### src/rtl/switch_gate_pkg.sv
// Shared mode encoding for the switch/LED gate array.
package switch_gate_pkg;

    typedef logic [1:0] mode_t;

    localparam mode_t MODE_AND    = 2'd0;
    localparam mode_t MODE_OR     = 2'd1;
    localparam mode_t MODE_XOR    = 2'd2;
    localparam mode_t MODE_TOGGLE = 2'd3;

endpackage

### src/rtl/switch_gate_array_debounce.sv
// Single-channel switch conditioner: two-flop synchroniser followed by a
// counter that only accepts a new level after it has held for DEBOUNCE_LIMIT cycles.
module debounce_filter
    import switch_gate_pkg::*;
#(
    parameter int DEBOUNCE_LIMIT = 250000
) (
    input  logic i_Clk,
    input  logic i_Rst_n,
    input  logic i_Switch,
    output logic o_Stable
);

    localparam int CNT_W = $clog2(DEBOUNCE_LIMIT + 1);
    localparam logic [CNT_W-1:0] CNT_LAST = CNT_W'(DEBOUNCE_LIMIT - 1);

    logic             sync1;
    logic             sync2;
    logic [CNT_W-1:0] count;

    // Any return to the stable level restarts the count, so short glitches never qualify.
    always_ff @(posedge i_Clk or negedge i_Rst_n) begin
        if (!i_Rst_n) begin
            sync1    <= 1'b0;
            sync2    <= 1'b0;
            count    <= '0;
            o_Stable <= 1'b0;
        end else begin
            sync1 <= i_Switch;
            sync2 <= sync1;
            if (sync2 == o_Stable) begin
                count <= '0;
            end else if (count == CNT_LAST) begin
                o_Stable <= sync2;
                count    <= '0;
            end else begin
                count <= count + CNT_W'(1);
            end
        end
    end

endmodule

### src/rtl/switch_gate_array.sv
// N debounced switches driving N registered LEDs through a run-time selectable
// ring-neighbour gate (AND/OR/XOR) or a per-channel toggle latch.
module switch_gate_array
    import switch_gate_pkg::*;
#(
    parameter int NUM_CH         = 4,
    parameter int DEBOUNCE_LIMIT = 250000
) (
    input  logic              i_Clk,
    input  logic              i_Rst_n,
    input  logic [NUM_CH-1:0] i_Switch,
    input  logic [1:0]        i_Mode,
    output logic [NUM_CH-1:0] o_LED,
    output logic [NUM_CH-1:0] o_Stable
);

    logic [NUM_CH-1:0] stable;
    logic [NUM_CH-1:0] stable_d;
    logic [NUM_CH-1:0] tog;
    logic [NUM_CH-1:0] neighbour;
    logic [NUM_CH-1:0] next_led;

    for (genvar k = 0; k < NUM_CH; k++) begin : g_ch
        debounce_filter #(
            .DEBOUNCE_LIMIT(DEBOUNCE_LIMIT)
        ) u_debounce (
            .i_Clk   (i_Clk),
            .i_Rst_n (i_Rst_n),
            .i_Switch(i_Switch[k]),
            .o_Stable(stable[k])
        );
    end

    assign o_Stable  = stable;
    assign neighbour = {stable[0], stable[NUM_CH-1:1]};

    // Toggle latches run in every mode so their state is current on entering TOGGLE.
    always_ff @(posedge i_Clk or negedge i_Rst_n) begin
        if (!i_Rst_n) begin
            stable_d <= '0;
            tog      <= '0;
        end else begin
            stable_d <= stable;
            tog      <= tog ^ (stable & ~stable_d);
        end
    end

    always_comb begin
        next_led = tog;
        case (mode_t'(i_Mode))
            MODE_AND:    next_led = stable & neighbour;
            MODE_OR:     next_led = stable | neighbour;
            MODE_XOR:    next_led = stable ^ neighbour;
            MODE_TOGGLE: next_led = tog;
            default:     next_led = tog;
        endcase
    end

    always_ff @(posedge i_Clk or negedge i_Rst_n) begin
        if (!i_Rst_n) begin
            o_LED <= '0;
        end else begin
            o_LED <= next_led;
        end
    end

endmodule

### config.mk
export PLATFORM = sky130hd
export DESIGN_NAME = switch_gate_array
export DESIGN_NICKNAME = d
export VERILOG_FILES = /design/src/rtl/switch_gate_pkg.sv /design/src/rtl/switch_gate_array_debounce.sv /design/src/rtl/switch_gate_array.sv
export SDC_FILE = /design/constraint.sdc
export NUM_CORES = 1
export LEC_CHECK = 0
export CORE_UTILIZATION = 33
export DETAILED_ROUTE_END_ITERATION = 16
export PLACE_DENSITY = 0.45
export REMOVE_ABC_BUFFERS = 1
export SLEW_MARGIN = 30
export SYNTH_ARGS = -nofsm -noshare
export SYNTH_HDL_FRONTEND = slang
export SYNTH_SLANG_ARGS = --single-unit
### constraint.sdc
create_clock -name i_Clk -period 3.55 [get_ports i_Clk]
set_clock_uncertainty 0.1 [all_clocks]
set_input_delay 0.355 -clock i_Clk [delete_from_list [all_inputs] [get_ports i_Clk]]
set_output_delay 0.355 -clock i_Clk [all_outputs]
set_load 0.01 [all_outputs]
# == Word-level counts from Yosys, hierarchy flattened ==
# Index checks and enable logic that the tools add are counted.
# op_classes
add_sub_neg,4
bitwise_logic,10
n_reduce_logical,5
n_eq_ne,11
mux,9
# op_table
op,n
2-to-1 mux 18 bit,8
"adder 18 x 1 -> 18 bit, second input constant",4
"equality test 18 bit, second input constant",4
one-hot mux 4 bit (4 select lines),1
bitwise AND 4 bit,2
AND reduction 2 bit,4
XOR 4 bit,2
equality test 1 bit,4
"equality test 2 bit, second input constant",2
NOT 1 bit,4
NOT 4 bit,1
OR 4 bit,1
"equality test 2 x 1 -> 1 bit, second input constant",1
zero test 2 bit,1
# totals
inputBits,8
reg_bits,96
output_inout_bits,8

# == Logic depth before layout (Yosys ltp) ==
# Gate-level depths: netlist (run 1).
# depth
depth_word,3
ltp_mapped,6
ltp_nobuf,5

# == Hierarchy ==
# Synthesis (run 1) repeated with hierarchy kept, for this count alone.
# hier_totals
hier_cells,436
hier_area_um2,4714.5
# by_module_without_submodules
mod,area_each_um2,n_inst,seq_area_each_um2,cells_per_inst
debounce_filter,1029.7,4,525.5,99
switch_gate_array,595.6,1,300.3,40

# == Least setup slack after synthesis (run 1) ==
# Ideal clock, no wire load.
# synth_path
path_kind,register to register
startpoint,reg g_ch[2].u_debounce.count[10]
endpoint,reg g_ch[2].u_debounce.count[10]
setup_slack_ns,1.651
required_time_ns,3.331
t_arrival_ns,1.680
stages_incl_launch_ff,6
synth_period_minus_slack_ns,1.899
path_cell_list,dfrtp_1 nor4b_1 nand4_1 o41ai_4 buf_6 nor2_1
# synth_via
elab_chain_cells,3
word_cells_on_any_way,4
classes_between,1 x add/sub; 1 x eq/ne; 2 x mux
# synth_lines
item,line,text
start: declaration,switch_gate_array_debounce.sv:19,logic [CNT_W-1:0] count;
start signal: assignment,switch_gate_array_debounce.sv:37,count <= count + CNT_W'(1);
adder 18 x 1 -> 18 bit / equality test 18 bit (equally long branches),"switch_gate_array_debounce.sv:37, switch_gate_array_debounce.sv:33",
2-to-1 mux 18 bit *,switch_gate_array_debounce.sv:33,end else if (count == CNT_LAST) begin
2-to-1 mux 18 bit *,switch_gate_array_debounce.sv:31,if (sync2 == o_Stable) begin
# Mark *: on every way between the ends. The rest lies on a longest branch, timed or not.
# A chain may end at the register's enable or synchronous reset.

# == Worst setup path after layout (run 1) ==
# layout_path
startpoint,reg g_ch[2].u_debounce.count[10]
endpoint,reg g_ch[2].u_debounce.count[17]
# The elaborated chain is that of the path after synthesis.

==> results, run 1 <==
- Dividing total power by cell area gives a power density of 405 mW/mm^2.
- The first routing iteration left 130 violations.
- The die outline width is 121 um.
- For the pin with the worst max-slew slack, the measured transition is 0.621 ns.
- The total number of placement rows is 43.
- The initial standard-cell utilization of the core is 33.7%.
- The total of endpoints with negative setup slack in the final report is 0.
- The core region is 0.0138 sq mm.
- STA classifies the critical path endpoint as a register.
- The count of buffers added on input and output ports is 15.
- Counting tap cells, the placed design contains a total of 629 instances.
- Leaving out filler cells and counting taps, the final layout contains 648.
- The number of gates resized after CTS was 0.
- The final HPWL from detailed placement is 5990 um.
- The final max-slew violation count is 0.
- The total chip power is 0.00215 W.
- Ranked by total cell area, the synthesized netlist is headed by sky130_fd_sc_hd__dfrtp_1 52%, sky130_fd_sc_hd__xnor2_1 8.8%, sky130_fd_sc_hd__nor2_1 6.1%.
- From bottom edge to top edge, the die measures 121 um.
- The critical path arrival is 2.15 ns.
- The TritonCTS clock tree is done.
- Derived from the worst setup path, the maximum achievable clock frequency is 493 MHz.
- Synthesis handed over a netlist of 441 instances.
- Max-cap violations in this run came to 0.
- The number of enable-type register cells in the synthesized netlist is 0.
- The initial antenna violation count is 0.
- The number of vias per cell is 4.90.
- The CTS root buffer is sky130_fd_sc_hd__clkbuf_16.
- Routability-driven placement finished with a final weighted congestion of 0.770.
- The floorplan step defined a die boundary enclosing 0.0146 sq mm.
- Dividing the detail-routed wire length by the instance count gives 13.6 um.
- The clock-pin transition on the worst setup and hold timing paths is 0.06 ns.
- Entering global routing, the biggest net connects 53 pins.
- STA classifies the critical path startpoint as a register.
- Dividing the synthesized area by the synthesized cell count gives 10.6 sq um.
- The number of levels the H-tree was split into is 3.
- In the routed design, unresolved DRC markers number 0.
- The remaining antenna violation count is 0.
- The count of final hold-check violations is 0.
- Headroom to the max-slew limit came out at 58.6%.
- The required time reported for the critical path endpoint is 3.67 ns.
- On the final layout, the worst hold slack is 0.249 ns.
- Sequential elements use 51.6% of the synthesized area.
- The clock network latency to the later pin of the worst-skew pair is 0.34 ns.
- The ratio of cells with drive above 1 in the final layout is 7.69%.
- Global routing consumed, over all layers together, 14.0% of the routing resources.
- The count of pins on the block boundary is 16.
- The minimum clock period is 2.03 ns.
- Summing over every cut layer, the via total after detailed routing is 3,178.
- The wire length of the first global-routing pass is 16,200 um.
- The area share of the largest cell type after synthesis is 51.6%.
- Across the VDD grid, the largest voltage drop is 0.000230 V.
- Along the worst path, the maximum fanout reaches 13.
- The number of different library cells used by synthesis comes to 39.
- The cell area that synthesis handed to floorplanning was 0.00465 sq mm.
- The total of flip-flops plus latches after synthesis is 96.
- The run finished with clean final reports.
- The leakage dissipation is 2.16 nW.
- In this design, the stage delay of the slowest critical-path cell is 0.56 ns.
- CTS saw 96 sinks.
- The filler cell count is 1,362.
- In this run, CTS created clock tree buffers numbering 9.
- The period utilization is 57.1%.
- The repair_antennas step left the layout with diodes totalling 0.
- The library cell occupying the most area in the post-synthesis netlist is sky130_fd_sc_hd__dfrtp_1.
- Traced cell by cell, the critical path runs through nor4b_1, nand4_1, o41ai_4, buf_6, a21oi_1.
- The via count of the first global-routing pass came to 3,213.
- The proportion of register bits with asynchronous set or reset after synthesis is 100%.
- The path type of the worst setup path is reg -> reg.
- Summed over all layers, the global routing overflow is 0.
- From synthesis to final layout, the design area changed by 14.1%.
- Cells fill 38.4% of the core in the end.
- The length of the first detailed-routing pass in iterations is 4.
- Setup repair after global routing left no endpoint under its margin.
- The final wirelength is 8840 um.
- The setup TNS is 0 ns.
- The longest clock path from root to sink contains 2 buffers.
- The prevailing post-synth register cell is sky130_fd_sc_hd__dfrtp_1.
- The worst hold path belongs to the class reg -> reg.
- Among all stages on the critical path, the largest delay is contributed by sky130_fd_sc_hd__o41ai_4.
- In the final design database the tool counted 483 nets.
- The count of yosys warnings during synthesis is 0.
through the flow:
step,setup slack [ns],instance area (sq um)
floorplan,1.50,4590
global placement,1.23,4990
detailed placement,1.20,4990
CTS,1.20,5290
global route,1.34,5310
finish,1.52,5310
layout by cell type, fill, tap and decap left out, drive strengths merged, types with 12 or more instances in the layout:
master,netlist,final
inv,19,19
nand3,28,28
clkbuf,2,12
nand2,19,19
ha,12,12
nand4,23,23
nor3,12,12
xnor2,47,47
nor2,75,75
clkdlybuf4s50,0,14
xor2,16,16
dfrtp,96,96
nor4,24,24
worst paths after layout:
kind / endpoint / depth (start not counted) / slack, ns / startpoint
worst max-delay path: g_ch[2].u_debounce.count[17] / 5 / 1.52 / g_ch[2].u_debounce.count[10]
worst min-delay path: g_ch[1].u_debounce.sync2 / 0 / 0.25 / g_ch[1].u_debounce.sync1
worst min register to register: g_ch[1].u_debounce.sync2 / 0 / 0.25 / g_ch[1].u_debounce.sync1
worst max register to register: g_ch[2].u_debounce.count[17] / 5 / 1.52 / g_ch[2].u_debounce.count[10]
max in group asynchronous: g_ch[3].u_debounce.count[13] / 3 / 2.19 / i_Rst_n
min in group asynchronous: g_ch[0].u_debounce.count[13] / 2 / 0.47 / i_Rst_n
cell usage after synthesis, drive strengths merged, types with 5 or more instances:
cell / instances
a21oi: 9
buf: 8
dfrtp: 96
ha: 12
inv: 19
nand2: 19
nand3: 28
nand4: 23
nor2: 75
nor3: 12
nor4: 24
o21ai: 8
or3: 5
xnor2: 47
xor2: 16
per-layer routing:
| metal | track usage (%) | share of wire, % |
|---|---|---|
| met3 | 4.34 | 3.1 |
| met2 | 21.6 | 45 |
| met5 | 0 | 0 |
| met4 | 4.24 | 1.1 |
| met1 | 18.8 | 50 |
where the power goes:
group	switching [W]	internal [W]
Sequential	0.0000145	0.00111
Clock	0.000400	0.000543
Combinational	0.0000512	0.0000290
Total	0.000466	0.00168
flip-flops by register name (all words and copies together), names as in the netlist:
register / count
g_ch.u_debounce.sync2: 4
stable_d: 4
g_ch.u_debounce.count: 72
g_ch.u_debounce.sync1: 4
g_ch.u_debounce.o_Stable: 4
o_LED: 4
tog: 4
cells by family after synthesis:
family,after synthesis,share of synthesized area (%)
AO/OA/AOI/OAI,22,3.68
buffers and inverters,29,2.96
flip-flops,96,51.6
XOR/XNOR,63,11.9
AND/OR/NAND/NOR,211,23.7
multiplexers,8,2.90
adder cells (fa/ha/maj),12,3.23
final cells by class:
cell class	count	area, sq um	share of cell area, %
Tap cell	180	225	4.24
Sequential cell	96	2400	45.3
Clock buffer	12	236	4.45
Inverter	19	71.3	1.34
Timing Repair Buffer	21	215	4.05
Multi-Input combinational cell	316	2110	39.8
Clock inverter	4	45.0	0.848
critical path: cells and delay by family, from the launching register on:
family,cells,cell delay [ns]
DFF,1,0.44
AOI/OAI and AO/OA,2,0.62
buffers and inverters,1,0.22
and+or+nand+nor,2,0.53
timing repair:
action | in CTS | in global routing
hold buffers | 1 | 0
buffers inserted | 0 | 0
hold endpoints to repair | 44 | 0
Power figures use the tool's default switching activity.
==> run 2: changes to the inputs <==
--- a/config.mk
+++ b/config.mk
@@ -7,7 +7,7 @@
 export LEC_CHECK = 0
 export CORE_UTILIZATION = 33
 export DETAILED_ROUTE_END_ITERATION = 16
-export PLACE_DENSITY = 0.45
+export PLACE_DENSITY = 0.47
 export REMOVE_ABC_BUFFERS = 1
 export SLEW_MARGIN = 30
 export SYNTH_ARGS = -nofsm -noshare
==> constraint.sdc (replaced) <==
create_clock -name i_Clk -period 1.8 [get_ports i_Clk]
set_clock_uncertainty 0.1 [all_clocks]
set_input_delay 0.18 -clock i_Clk [delete_from_list [all_inputs] [get_ports i_Clk]]
set_output_delay 0.18 -clock i_Clk [all_outputs]
set_load 0.01 [all_outputs]
==> results, run 2 (same netlist as run 1, synthesis figures left out) <==
- The die footprint is 0.0146 sq mm (unchanged).
- The minimum clock period was 1.84 ns (was 2.03 ns).
- The CTS root buffer is sky130_fd_sc_hd__clkbuf_16 (unchanged).
- The normalized max-slew margin is 66.6% (was 58.6%).
- The number of remaining DRC errors is 0 (unchanged).
- The worst min-delay path class is in -> reg (was reg -> reg).
- The final reports fail on negative setup slack.
- The largest vdd supply drop came to 0.000620 V (was 0.000230 V).
- The maximum operating frequency is 544 MHz (was 493 MHz).
- The startpoint of the lowest-slack hold path is i_Switch[1] (was g_ch[1].u_debounce.sync1).
- The final layout net count is 545 (was 483).
- The transition time at the pin with the least slew margin is 0.496 ns (was 0.621 ns).
- The final HPWL from detailed placement is 6500 um (was 5990 um).
- The via count of the first global-routing pass is 3,310 (was 3,213).
- The overall via count from detail_route came to 3,402 (was 3,178).
- The maximum fanout count along the critical path is 4 (was 13).
- The TritonCTS clock tree is done (unchanged).
- The count of non-filler cells in the finished layout is 709 (was 648).
- The synthesis-to-finish area growth is 28.0% (was 14.1%).
- The number of vias per cell came to 4.80 (was 4.90).
- Commonest cells after routing, fill and taps aside: 93 x sky130_fd_sc_hd__dfrtp_1, 68 x sky130_fd_sc_hd__nor2_1, 60 x sky130_fd_sc_hd__buf_4, 47 x sky130_fd_sc_hd__xnor2_1, 26 x sky130_fd_sc_hd__nand3_1 (was 96 x sky130_fd_sc_hd__dfrtp_1, 75 x sky130_fd_sc_hd__nor2_1, 47 x sky130_fd_sc_hd__xnor2_1, 27 x sky130_fd_sc_hd__nand3_1, 24 x sky130_fd_sc_hd__nor4_1).
- The start point of the critical path is g_ch[0].u_debounce.count[8] (was g_ch[2].u_debounce.count[10]).
- The count of routing violations after the opening detailed-route iteration is 186 (was 130).
- The hold-critical path depth is 1 (was 0).
- The length of the first detailed-routing pass in iterations is 4 (unchanged).
- The top register by number of flip-flops was g_ch.u_debounce.count (unchanged).
- The filler cell count came to 1,331 (was 1,362).
- RSZ-0062 raised after global routing: true (was false).
- The final weighted congestion of routability-driven global placement is 0.842 (was 0.770).
- The total of endpoints with negative setup slack in the final report was 11 (was 0).
- The y dimension of the die is 121 um (unchanged).
- The ratio of total power to cell area is 751 mW/mm^2 (was 405 mW/mm^2).
- The sort of element at the start of the critical path was a register (unchanged).
- The switching power summed over all nets came to 0.000980 W (was 0.000466 W).
- The switching fraction of total power is 21.9% (was 21.7%).
- The ratio of cells with drive above 1 in the final layout is 23.4% (was 7.69%).
- The total placed instance area is 0.00542 sq mm (was 0.00499 sq mm).
- The part of the power in combinational logic was 4.7% (was 3.7%).
- The period utilization is 102% (was 57.1%).
- The count of final hold-check violations is 0 (unchanged).
- The most used routing layer was met2 (unchanged).
- The buffer levels on the longest clock path came to 2 (unchanged).
- The path type of the worst setup path is reg -> reg (unchanged).
- The number of maximum-capacitance constraint violations was 0 (unchanged).
- The wire length of the first global-routing pass was 15,800 um (was 16,200 um).
- The leakage dissipation is 2.52 nW (was 2.16 nW).
- The total routing resource utilization after global routing came to 14.1% (was 14.0%).
- The proportion of power drawn by flip-flops and latches is 49.3% (was 52.3%).
- The area of all placed cells without fillers came to 0.00596 sq mm (was 0.00531 sq mm).
- The launch point of the worst reg-to-reg path is g_ch[0].u_debounce.count[8] (was g_ch[2].u_debounce.count[10]).
- The count of port buffers added during placement is 15 (unchanged).
- The met2 capacity usage during global routing is 22.0% (was 21.6%).
- The clock-pin transition on the worst setup and hold timing paths is 0.07 ns (was 0.06 ns).
- The number of levels the H-tree was split into is 3 (unchanged).
- The die outline width is 121 um (unchanged).
- Run status: finished with violations (was completed).
- The initial antenna violation count is 0 (unchanged).
- The number of antenna diodes is 0 (unchanged).
- The standard cell core area came to 0.0138 sq mm (unchanged).
- The clock network latency to the later pin of the worst-skew pair is 0.35 ns (was 0.34 ns).
- The flip-flop count of the largest register after layout is 72 (unchanged).
- The post-detailed-route wirelength per cell was 13.2 um (was 13.6 um).
- The clock net sink count is 96 (unchanged).
- The total number of placement rows is 43 (unchanged).
- The remaining global-route overflow was 0 (unchanged).
- The most common library cell in the layout ignoring fill and taps was sky130_fd_sc_hd__dfrtp_1 (unchanged).
- The number of cells on the worst reg-to-reg path is 5 (unchanged).
- The internal power component is 0.00350 W (was 0.00168 W).
- The number of buffers inserted during clock tree synthesis came to 9 (unchanged).
- The maximum number of pins on one net before global-route repair is 60 (was 53).
- The remaining antenna violation count is 0 (unchanged).
- The critical path arrival is 2.02 ns (was 2.15 ns).
- The number of placed instances with taps included is 686 (was 629).
- The final max-slew violation count came to 0 (unchanged).
- The count of pins on the block boundary is 16 (unchanged).
- The initial standard-cell utilization of the core is 33.7% (unchanged).
- The met3 usage in global routing was 4.48% (was 4.34%).
- The clock share of power came to 45.9% (was 43.9%).
- The total chip power is 0.00448 W (was 0.00215 W).
- The final wirelength is 9370 um (was 8840 um).
- The final worst slack is -0.0391 ns (was 1.52 ns).
- The capturing element type of the critical path is a register (unchanged).
- The met1 usage is 18.4% (was 18.8%).
- The required time reported for the critical path endpoint is 1.98 ns (was 3.67 ns).
## run 2: changes by cell type in the layout (fill, tap and decap cells not counted), sizes merged
| cell | previous run | this run |
|---|---|---|
| clkbuf | 12 | 9 |
| inv | 19 | 21 |
| bufinv | 1 | 2 |
| clkinv | 3 | 2 |
| buf | 6 | 68 |
## run 2: metal layers
layer	up-vias	share of wire, %
met5	-	0
met1	1656	47
met3	10	3.2
li1	1709	-
met2	27	48
met4	0	1.2
## run 2: power by group through the flow
stage	logic (W)	registers [W]	clock network (W)
6_report	0.000211	0.00221	0.00206
5_1_grt	0.000243	0.00221	0.00223
4_1_cts	0.000199	0.00221	0.00213
3_5_place_dp	0.000196	0.00225	0
3_3_place_gp	0.000193	0.00225	0
2_1_floorplan	0.0000683	0.00225	0
## run 2: worst paths after layout
kind	end	slack (ns)
min	g_ch[1].u_debounce.sync1	0.16
min reg2reg	g_ch[3].u_debounce.sync2	0.25
max in group asynchronous	g_ch[1].u_debounce.count[6]	0.80
min in group asynchronous	g_ch[0].u_debounce.count[17]	0.17
max reg2reg	g_ch[0].u_debounce.count[15]	-0.04
max	g_ch[0].u_debounce.count[15]	-0.04
## run 2: metrics by stage
step | setup WS (ns) | hold slack (ns) | TNS (ns) | util, %
detailed placement | -0.0532 | 0.00350 | -0.183 | 39.2
finish | -0.0391 | 0.160 | -0.147 | 43.1
global placement | -0.0595 | -0.000189 | -0.189 | 39.2
global route | -0.103 | 0.145 | -2.43 | 43.1
CTS | -0.0440 | 0.144 | -0.555 | 41.7
floorplan | -0.249 | -0.216 | -8.14 | -
## run 2: worst max-delay path, cell delays in order (launching register included)
cell and delay, ns:
sky130_fd_sc_hd__dfrtp_1 0.39, sky130_fd_sc_hd__buf_4 0.14, sky130_fd_sc_hd__nand4_2 0.08, sky130_fd_sc_hd__or3_4 0.43, sky130_fd_sc_hd__or4b_4 0.49, sky130_fd_sc_hd__a21oi_2 0.14
## run 2: repair_timing
action | 4_1_cts | 5_1_grt
hold buffers | 1 | 0
buffers inserted | 0 | 6
pin swaps | 2 | 15
resized for setup | 2 | 36
cloned | 0 | 1
endpoints found under the hold margin | 43 | 0
endpoints found under the setup margin | 18 | 74
## run 2: final cells by class
type	instances	area, sq um	area share, %
clock buffer	9	225	3.78
clock inverter	6	91.3	1.53
inverter	19	71.3	1.20
multi-input combinational	316	2240	37.6
sequential	96	2410	40.4
tap	180	225	3.78
timing repair buffer	83	701	11.8
